==> src/rtl/grf_wb_arbiter_if.sv <==
// rtl/grf_wb_arbiter_if.sv - GRF write-port arbitration bus: WB, MDU, hazard and GRF signals
interface grf_wb_arbiter_if;
   logic        WBWrite;
   logic [4:0]  WBAddr;
   logic [31:0] WBData;
   logic        MDUValid;
   logic [4:0]  MDUAddr;
   logic [31:0] MDUData;
   logic        MDUReady;
   logic [4:0]  HazAddrA;
   logic [4:0]  HazAddrB;
   logic        HazA;
   logic        HazB;
   logic        StallWB;
   logic        RegWrite;
   logic [4:0]  RegAddr;
   logic [31:0] RegData;

   modport slave (
      input  WBWrite, WBAddr, WBData, MDUValid, MDUAddr, MDUData, HazAddrA, HazAddrB,
      output MDUReady, HazA, HazB, StallWB, RegWrite, RegAddr, RegData
   );

   modport master (
      output WBWrite, WBAddr, WBData, MDUValid, MDUAddr, MDUData, HazAddrA, HazAddrB,
      input  MDUReady, HazA, HazB, StallWB, RegWrite, RegAddr, RegData
   );
endinterface

==> src/rtl/grf_wb_arbiter.sv <==
// rtl/grf_wb_arbiter.sv - GRF write-port arbiter: WB priority, MDU result FIFO, forced drain
// Optional same-cycle MDU bypass enabled by GRF_WB_ARB_BYPASS_EN.
module grf_wb_arbiter #(
   parameter int FIFO_DEPTH   = 4,
   parameter int STARVE_LIMIT = 3
) (
   input  logic              clk,
   input  logic              reset,
   grf_wb_arbiter_if.slave   bus
);
   localparam int AW = $clog2(FIFO_DEPTH);
   localparam int CW = AW + 1;

   typedef enum logic [0:0] {S_PIPE, S_FORCE} state_t;

   state_t                  state_q, state_d;
   logic [3:0]              starve_q, starve_d;
   logic [CW-1:0]           count_q, count_d;
   logic [AW-1:0]           rd_ptr_q, rd_ptr_d;
   logic [AW-1:0]           wr_ptr_q, wr_ptr_d;
   logic [FIFO_DEPTH-1:0]   live_q, live_d;
   logic [4:0]              addr_q [FIFO_DEPTH];
   logic [31:0]             data_q [FIFO_DEPTH];

   logic full, accept, any_live, head_live, head_valid, bypass, push;
   logic wb_grant, head_grant, pop;

   assign full       = (count_q == CW'(FIFO_DEPTH));
   assign accept     = bus.MDUValid && !full;
   assign any_live   = |live_q;
   // Popping clears the live bit, so a set bit always denotes an occupied slot.
   assign head_live  = live_q[rd_ptr_q];
   assign head_valid = (count_q != '0);

`ifdef GRF_WB_ARB_BYPASS_EN
   assign bypass = accept && !any_live && !bus.WBWrite && (state_q == S_PIPE)
                   && (bus.MDUAddr != 5'd0);
`else
   assign bypass = 1'b0;
`endif

   // Results for r0 are acknowledged but never occupy a slot.
   assign push = accept && (bus.MDUAddr != 5'd0) && !bypass;

   always_ff @(posedge clk or negedge reset) begin
      if (!reset) begin
         state_q  <= S_PIPE;
         starve_q <= '0;
         count_q  <= '0;
         rd_ptr_q <= '0;
         wr_ptr_q <= '0;
         live_q   <= '0;
      end else begin
         state_q  <= state_d;
         starve_q <= starve_d;
         count_q  <= count_d;
         rd_ptr_q <= rd_ptr_d;
         wr_ptr_q <= wr_ptr_d;
         live_q   <= live_d;
      end
   end

   always_ff @(posedge clk) begin
      if (push) begin
         addr_q[wr_ptr_q] <= bus.MDUAddr;
         data_q[wr_ptr_q] <= bus.MDUData;
      end
   end

   always_comb begin
      wb_grant     = 1'b0;
      head_grant   = 1'b0;
      pop          = 1'b0;
      bus.RegWrite = 1'b0;
      bus.RegAddr  = 5'd0;
      bus.RegData  = 32'd0;
      bus.HazA     = 1'b0;
      bus.HazB     = 1'b0;
      case (state_q)
         S_PIPE: begin
            if (bus.WBWrite) wb_grant = 1'b1;
            else if (head_live) head_grant = 1'b1;
            pop = head_valid && (head_grant || !head_live);
         end
         S_FORCE: begin
            head_grant = head_live;
            pop        = head_valid;
         end
         default: ;
      endcase
      bus.RegWrite = wb_grant || head_grant || bypass;
      if (wb_grant) begin
         bus.RegAddr = bus.WBAddr;
         bus.RegData = bus.WBData;
      end else if (head_grant) begin
         bus.RegAddr = addr_q[rd_ptr_q];
         bus.RegData = data_q[rd_ptr_q];
      end else if (bypass) begin
         bus.RegAddr = bus.MDUAddr;
         bus.RegData = bus.MDUData;
      end
      for (int i = 0; i < FIFO_DEPTH; i++) begin
         if (live_q[i] && addr_q[i] == bus.HazAddrA) bus.HazA = 1'b1;
         if (live_q[i] && addr_q[i] == bus.HazAddrB) bus.HazB = 1'b1;
      end
      if (accept && bus.MDUAddr == bus.HazAddrA) bus.HazA = 1'b1;
      if (accept && bus.MDUAddr == bus.HazAddrB) bus.HazB = 1'b1;
      if (bus.HazAddrA == 5'd0) bus.HazA = 1'b0;
      if (bus.HazAddrB == 5'd0) bus.HazB = 1'b0;
      bus.StallWB  = (state_q == S_FORCE);
      bus.MDUReady = !full;
   end

   always_comb begin
      count_d  = count_q + CW'(push) - CW'(pop);
      rd_ptr_d = pop  ? rd_ptr_q + AW'(1) : rd_ptr_q;
      wr_ptr_d = push ? wr_ptr_q + AW'(1) : wr_ptr_q;

      // Kill before push so an entry written this edge survives a same-address WB write.
      live_d = live_q;
      if (wb_grant) begin
         for (int i = 0; i < FIFO_DEPTH; i++) begin
            if (addr_q[i] == bus.WBAddr) live_d[i] = 1'b0;
         end
      end
      if (pop)  live_d[rd_ptr_q] = 1'b0;
      if (push) live_d[wr_ptr_q] = 1'b1;

      starve_d = starve_q;
      state_d  = state_q;
      case (state_q)
         S_PIPE: begin
            if (head_grant || count_d == '0) starve_d = '0;
            else if (head_live) starve_d = starve_q + 4'd1;
            if (starve_d == 4'(STARVE_LIMIT)) state_d = S_FORCE;
         end
         S_FORCE: begin
            starve_d = '0;
            state_d  = S_PIPE;
         end
         default: begin
            starve_d = '0;
            state_d  = S_PIPE;
         end
      endcase
   end
endmodule

==> src/flat_wrapper.sv <==
// flat-port wrapper written by rule: the top's interface ports become plain ports
module grf_wb_arbiter_flat 
#(
   parameter int FIFO_DEPTH   = 4,
   parameter int STARVE_LIMIT = 3
)
  (clk, reset, bus_WBWrite, bus_WBAddr, bus_WBData, bus_MDUValid, bus_MDUAddr, bus_MDUData, bus_HazAddrA, bus_HazAddrB, bus_MDUReady, bus_HazA, bus_HazB, bus_StallWB, bus_RegWrite, bus_RegAddr, bus_RegData);
  grf_wb_arbiter_if bus_i ();
  input  logic clk;
  input  logic reset;
  input wire logic [$bits(bus_i.WBWrite)-1:0] bus_WBWrite;
  input wire logic [$bits(bus_i.WBAddr)-1:0] bus_WBAddr;
  input wire logic [$bits(bus_i.WBData)-1:0] bus_WBData;
  input wire logic [$bits(bus_i.MDUValid)-1:0] bus_MDUValid;
  input wire logic [$bits(bus_i.MDUAddr)-1:0] bus_MDUAddr;
  input wire logic [$bits(bus_i.MDUData)-1:0] bus_MDUData;
  input wire logic [$bits(bus_i.HazAddrA)-1:0] bus_HazAddrA;
  input wire logic [$bits(bus_i.HazAddrB)-1:0] bus_HazAddrB;
  output wire logic [$bits(bus_i.MDUReady)-1:0] bus_MDUReady;
  output wire logic [$bits(bus_i.HazA)-1:0] bus_HazA;
  output wire logic [$bits(bus_i.HazB)-1:0] bus_HazB;
  output wire logic [$bits(bus_i.StallWB)-1:0] bus_StallWB;
  output wire logic [$bits(bus_i.RegWrite)-1:0] bus_RegWrite;
  output wire logic [$bits(bus_i.RegAddr)-1:0] bus_RegAddr;
  output wire logic [$bits(bus_i.RegData)-1:0] bus_RegData;
  assign bus_i.WBWrite = bus_WBWrite;
  assign bus_i.WBAddr = bus_WBAddr;
  assign bus_i.WBData = bus_WBData;
  assign bus_i.MDUValid = bus_MDUValid;
  assign bus_i.MDUAddr = bus_MDUAddr;
  assign bus_i.MDUData = bus_MDUData;
  assign bus_i.HazAddrA = bus_HazAddrA;
  assign bus_i.HazAddrB = bus_HazAddrB;
  assign bus_MDUReady = bus_i.MDUReady;
  assign bus_HazA = bus_i.HazA;
  assign bus_HazB = bus_i.HazB;
  assign bus_StallWB = bus_i.StallWB;
  assign bus_RegWrite = bus_i.RegWrite;
  assign bus_RegAddr = bus_i.RegAddr;
  assign bus_RegData = bus_i.RegData;
  grf_wb_arbiter #(.FIFO_DEPTH(FIFO_DEPTH), .STARVE_LIMIT(STARVE_LIMIT)) u_core (.clk(clk), .reset(reset), .bus(bus_i));
endmodule
==> config.mk <==
export PLATFORM = sky130hd
export DESIGN_NAME = grf_wb_arbiter_flat
export DESIGN_NICKNAME = d
export VERILOG_FILES = /design/src/rtl/grf_wb_arbiter_if.sv /design/src/rtl/grf_wb_arbiter.sv /design/src/flat_wrapper.sv
export SDC_FILE = /design/constraint.sdc
export NUM_CORES = 1
export LEC_CHECK = 0
export ABC_AREA = 1
export CAP_MARGIN = 30
export CORE_MARGIN = 2
export CORE_UTILIZATION = 50
export CTS_BUF_LIST = sky130_fd_sc_hd__clkbuf_4 sky130_fd_sc_hd__clkbuf_8
export CTS_CLUSTER_DIAMETER = 120
export DETAILED_ROUTE_END_ITERATION = 7
export PLACE_DENSITY = 0.75
export SETUP_SLACK_MARGIN = 0.4
export SLEW_MARGIN = 20
export SYNTH_ARGS = -nofsm -noshare
export SYNTH_HDL_FRONTEND = slang
export SYNTH_SLANG_ARGS = --single-unit
==> constraint.sdc <==
create_clock -name clk -period 6.4 [get_ports clk]
set_input_delay 0.96 -clock clk [delete_from_list [all_inputs] [get_ports clk]]
set_output_delay 0.96 -clock clk [all_outputs]
set_load 0.01 [all_outputs]
Word level (Yosys, flattened, before mapping)
Memory sizes are Yosys's and may differ from the RTL's.
Cells that the tools add are included.

word-level totals
  bits in registers = 16
  bits in writable memories = 148
  input port bits = 88
  output and inout bits = 42
  word-level logic and storage cells = 106
  memories kept = 2

cells by class
  add/sub/neg operators = 5
  magnitude comparators = 4
  equal/unequal tests = 16
  muxes and demuxes = 44
  bitwise gates (word level) = 4
  reductions and logical operators = 25

memory list
  name           words  width  read ports  clocked after memory_dff  wr ports  RTL line              RTL
  u_core.data_q  4      32     1           0                         1         grf_wb_arbiter.sv:23  logic [31:0] data_q [FIFO_DEPTH];
  u_core.addr_q  4      5      5           0                         1         grf_wb_arbiter.sv:22  logic [4:0] addr_q [FIFO_DEPTH];

operators by type and width
  operator                                                               count
  5-bit equality test                                                    14
  32-bit 2-to-1 mux                                                      2
  1-bit 2-to-1 mux                                                       27
  4-bit 2-to-1 mux                                                       6
  1-bit logical AND                                                      15
  5-bit logical NOT                                                      2
  5-bit 2-to-1 mux                                                       2
  4-bit case mux with 2 select lines                                     1
  2-bit by 3-bit < comparator with 1-bit output, second input constant   2
  1-bit case mux with 2 select lines                                     3
  5-bit nonzero test                                                     1
  2-bit by 1-bit adder with 2-bit output, second input constant          2
  4-bit by 1-bit adder with 4-bit output, second input constant          1
  4-bit bitwise AND                                                      1
  1-bit demux with 2-bit select                                          2
  4-bit by 2-bit equality test with 1-bit output, second input constant  1
  2-bit by 1-bit >= comparator with 1-bit output, second input constant  2
  4-bit NOT                                                              1
  4-bit OR                                                               1
  3-bit by 1-bit adder with 3-bit output                                 1
  3-bit equality test, second input constant                             1
  3-bit logical NOT                                                      1
  1-bit logical OR                                                       3
  3-bit nonzero test                                                     1
  other kinds (4)                                                        5

Logic depth before layout (Yosys ltp)
  depth after elaboration = 16
  mapped depth = 22
  mapped depth without buffers = 22

Worst setup path after synthesis
No wires, ideal clock.

  path type = input-to-reg
  from = input port bus_WBWrite
  to = register u_core.state_q (netlist: u_core.bus.StallWB)
  setup time = 0.071 ns
  arrival time = 2.951 ns
  required time = 6.329 ns
  setup slack = 3.378 ns
  stages on the path = 18
  buffers on the path = 0
  path through = nand2_1 inv_2 nand2_1 nand2_1 inv_2 ha_1 inv_1 ha_1 inv_1 fa_1 inv_1 nor2_1 nand2_1 nand2_2 inv_2 nand2_1 nand2_1 nor2_1

between the ends
  cells in the longest elaborated chain, start to end = 13
  elaborated cells on any way between the ends = 14
  those cells by class = add/sub (1); eq/ne (1); mux (8); reduce/logical (4)

RTL lines
  element                                         RTL line               RTL
  start, declared                                 flat_wrapper.sv:11     input wire logic [$bits(bus_i.WBWrite)-1:0] bus_WBWrite;
  1-bit 2-to-1 mux                                grf_wb_arbiter.sv:81   if (bus.WBWrite) wb_grant = 1'b1;
  1-bit 2-to-1 mux                                grf_wb_arbiter.sv:79   case (state_q)
  1-bit logical OR                                grf_wb_arbiter.sv:83   pop = head_valid && (head_grant || !head_live);
  1-bit logical AND                               grf_wb_arbiter.sv:83
  1-bit case mux with 2 select lines              grf_wb_arbiter.sv:79
  3-bit by 1-bit subtractor with 3-bit output     grf_wb_arbiter.sv:115  count_d = count_q + CW'(push) - CW'(pop);
  named net u_core.count_d[1]                     grf_wb_arbiter.sv:18   logic [CW-1:0] count_q, count_d;
  3-bit logical NOT                               grf_wb_arbiter.sv:133  if (head_grant || count_d == '0) starve_d = '0;
  1-bit logical OR                                grf_wb_arbiter.sv:133
  4-bit 2-to-1 mux                                grf_wb_arbiter.sv:133
  4-bit 2-to-1 mux                                grf_wb_arbiter.sv:131  case (state_q)
  4-bit by 2-bit equality test with 1-bit output  grf_wb_arbiter.sv:135  if (starve_d == 4'(STARVE_LIMIT)) state_d = S_FORCE;
  1-bit 2-to-1 mux                                grf_wb_arbiter.sv:135
  1-bit case mux with 2 select lines              grf_wb_arbiter.sv:131
  named net u_core.state_d                        grf_wb_arbiter.sv:16   state_t state_q, state_d;
  end signal, assigned                            grf_wb_arbiter.sv:54   state_q <= state_d;
  end, declared                                   grf_wb_arbiter.sv:16

The timed path passes the listed nets, and every way through them passes these cells. The select of a mux whose other input is x is not followed.
A chain may end at the register's enable or synchronous reset.

Worst setup path in the final report
  from = register u_core.rd_ptr_q[0]
  to = output port bus_RegAddr[3]

between the ends
  cells in the longest elaborated chain, start to end = 8
  elaborated cells on any way between the ends = 9
  those cells by class = mux (8); memory (1)

RTL lines
  element                                    RTL line              RTL
  start, declared                            grf_wb_arbiter.sv:19  logic [AW-1:0] rd_ptr_q, rd_ptr_d;
  start signal, assigned                     grf_wb_arbiter.sv:57  rd_ptr_q <= rd_ptr_d;
  1-bit binary-select mux with 2-bit select  grf_wb_arbiter.sv:32  assign head_live = live_q[rd_ptr_q];
  1-bit 2-to-1 mux (implied by the code)     grf_wb_arbiter.sv:32
  1-bit 2-to-1 mux                           grf_wb_arbiter.sv:82  else if (head_live) head_grant = 1'b1;
  1-bit 2-to-1 mux                           grf_wb_arbiter.sv:81
  1-bit 2-to-1 mux                           grf_wb_arbiter.sv:79
  1-bit case mux with 2 select lines         grf_wb_arbiter.sv:79
  5-bit 2-to-1 mux (*)                       grf_wb_arbiter.sv:95  end else if (head_grant) begin
  5-bit 2-to-1 mux (*)                       grf_wb_arbiter.sv:92  if (wb_grant) begin
  end, declared                              flat_wrapper.sv:24    output wire logic [$bits(bus_i.RegAddr)-1:0] bus_RegAddr;

Mark *: on every way between the ends. The rest lies on a longest branch, timed or not. The select of a mux whose other input is x is not followed.

==> impl_metrics.toml <==
[synth]
synth_compound_area_frac = 0.102
syn_area_per_cell_um2 = 9.26
synth_top_family_by_area = "simple AND/OR/NAND/NOR gates"
synth-seq-cells = 164
ys_types = 28
syn_inst = 877
syn_area_mm2 = 0.00812
yosys.area_share.simple = 0.199
syn-num-nets = 977
synthXorXnorAreaFrac = 0.0183
ys_warn_count = 0
ys_seq_area_frac = 0.597
synthAdderAreaFrac = 0.0194
synthMuxAreaShare = 0

[timing]
fmax_mhz = 235
worstMarginPinSlew_ns = 0.894
finalHoldViolations = 0
period_minus_slack_ns = 4.26
grt_setup_unrepaired = "false"
finalSetupViolations = 0
hold_ws_ns = 0.522
setup_ws_ns = 2.14
fin_crit_sh = 0.665
max_slew_margin = 0.403
fin_worst_skew_ns = 0.0122
finalSetupTns_ns = 0
final_max_slew_viol_count = 0

[setup_path]
rr_worst_depth = 20
worstSetupStartpointType = "register"
path_class = "reg2out"
required_ns = 5.44
arrival_ns = 3.30
worst-path-max-fanout = 38
endpoint_kind = "primary output"

[die]
die-area_mm2 = 0.0173
die_height_um = 131
dieWidth_um = 131
std_cell_rows = 46
io_pins = 130
coreArea_mm2 = 0.0159
initial_utilization = 0.511

[cts]
clkLatencyLatePin_ns = 0.45
cts.sinks = 164
clk_path_buf_depth = 2
cts_made_buffers = 17
tritoncts = "done"
cts_root_buffer = "clkbuf_8"
cts_setup_buffers = 0
cts_resized = 0
cts-htree-levels = 4
cts_hold_buf = 0
path_clk_slew_ns = 0.09

[grt]
grt_pass1_vias = 5978
grt_max_degree = 77
grt_usage = 0.233
grt-ovfl-total = 0
antenna_found_initial = 0
grt_pass1_wl_mm = 31.5

[finish]
fin_nets = 1095
diodes = 0
drive_above_1_share = 0.0546
syn2layout_area_growth_pct = 23.0
fin_util = 0.629

[hold_path]
whs_path_depth = 1
hold_path_class = "reg2reg"

[place]
gp_congestion = 1.06
numPortBuffers = 129
hpwl_mm = 13.2
preCtsSetupSlack_ns = 2.17

[route]
wl_per_cell_um = 16.3
vias = 6399
dr.first_iter.drc_count = 498
routed_wl_mm = 19.9
dr.pass1.iters = 5
drtAntennaViolNets = 0
routed_via_density = 5.23
drc_errors = 0

[pwr]
cellLeakagePower_nw = 4.09
power.density_mw_per_mm2 = 388
p_total_mw = 3.88
max-vdd-ir-drop_v = 0.000215

[outcome]
status = "finished clean"

[run]
cap_viol_max_count = 0
-- worst paths after layout --
path,from,to,slack [ns]
min reg2reg,u_core.bus.StallWB,u_core.starve_q[3],0.52
max,u_core.rd_ptr_q[0],bus_RegAddr[3],2.14
min,u_core.bus.StallWB,u_core.starve_q[3],0.52
max in group asynchronous,reset,u_core.rd_ptr_q[0],4.87
max reg2reg,u_core.rd_ptr_q[1],u_core.bus.StallWB,2.96
min in group asynchronous,reset,u_core.count_q[2],0.96
-- Yosys cell counts --
master,number,area (um2)
ha_1,11,138
nor3_1,4,20.0
nor2_1,49,184
nand4_1,3,18.8
nand2_1,263,987
inv_1,89,334
o21ai_1,32,160
inv_2,5,18.8
buf_6,1,11.3
clkbuf_1,12,45.0
inv_4,1,6.26
edfxtp_1,148,4440
xor2_1,9,78.8
nor2_2,1,6.26
o21ai_0,71,355
nand2_2,4,25.0
buf_4,2,15.0
o22ai_1,7,43.8
buf_2,18,90.1
dfrtp_1,16,400
clkbuf_2,1,5.00
fa_1,1,20.0
a21boi_0,1,7.51
xnor2_1,8,70.1
nand3_4,3,52.6
nand3_1,64,320
buf_1,1,3.75
a21oi_1,52,260
-- layer usage --
layer	global-route usage	routed length, um	up-vias
met5	0	0	-
met4	0.0851	465	0
met3	0.0586	1490	38
met2	0.376	9400	247
met1	0.306	8550	2945
li1	-	-	3169
-- flip-flops by register name, indices dropped and copies added (netlist names) --
| name | flops |
|---|---|
| u_core.rd_ptr_q | 2 |
| u_core.addr_q | 20 |
| u_core.count_q | 3 |
| u_core.starve_q | 4 |
| u_core.bus.StallWB | 1 |
| u_core.live_q | 4 |
| u_core.wr_ptr_q | 2 |
| u_core.data_q | 128 |
-- logic make-up (layout without fill, tap and decap cells) --
logic type | Yosys count | after routing
buf+inv | 130 | 261
simple gates | 391 | 391
fa+ha+maj | 12 | 12
xor+xnor | 17 | 17
compound gates | 163 | 163
flops | 164 | 164
-- critical path, cell delays in order (launching register included) --
cell and delay, ns:
dfrtp_4 0.48, inv_2 0.57, nand2_1 0.20, nand3_4 0.15
nand3_4 0.40, inv_1 0.29, nand3_1 0.10, o21ai_0 0.09
clkdlybuf4s50_1 0.56
-- metrics by stage --
step                instances  cell area (um2)
CTS                      1221             9910
floorplan                 877             8120
global placement         1188             9520
finish                   1224             9990
detailed placement       1189             9550
global route             1224             9990
-- layout by cell type, fill, tap and decap left out, drive strengths merged --
cell / count
a21boi: 1
a21oi: 52
buf: 5
clkbuf: 18
clkdlybuf4s50: 129
clkinv: 6
clkinvlp: 2
dfrtp: 16
edfxtp: 148
fa: 1
ha: 11
inv: 101
nand2: 267
nand3: 67
nand4: 3
nor2: 50
nor3: 4
o21ai: 103
o22ai: 7
xnor2: 8
xor2: 9
-- where the power goes --
group          switching, mW  total, mW  internal (mW)
Clock                  0.394      0.679          0.285
Combinational           1.04       1.66          0.619
Sequential             0.123       1.54           1.42
Total                   1.56       3.88           2.32
-- layout make-up --
class | count | area [um2]
well taps | 216 | 270
flip-flops and latches | 164 | 4850
fillers | 1344 | 5900
multi-input cells | 583 | 2750
inverters | 95 | 359
repair buffers | 134 | 1400
clock inverters | 14 | 121
clock buffers | 18 | 241
No activity file was read; power rests on OpenSTA's default activity.
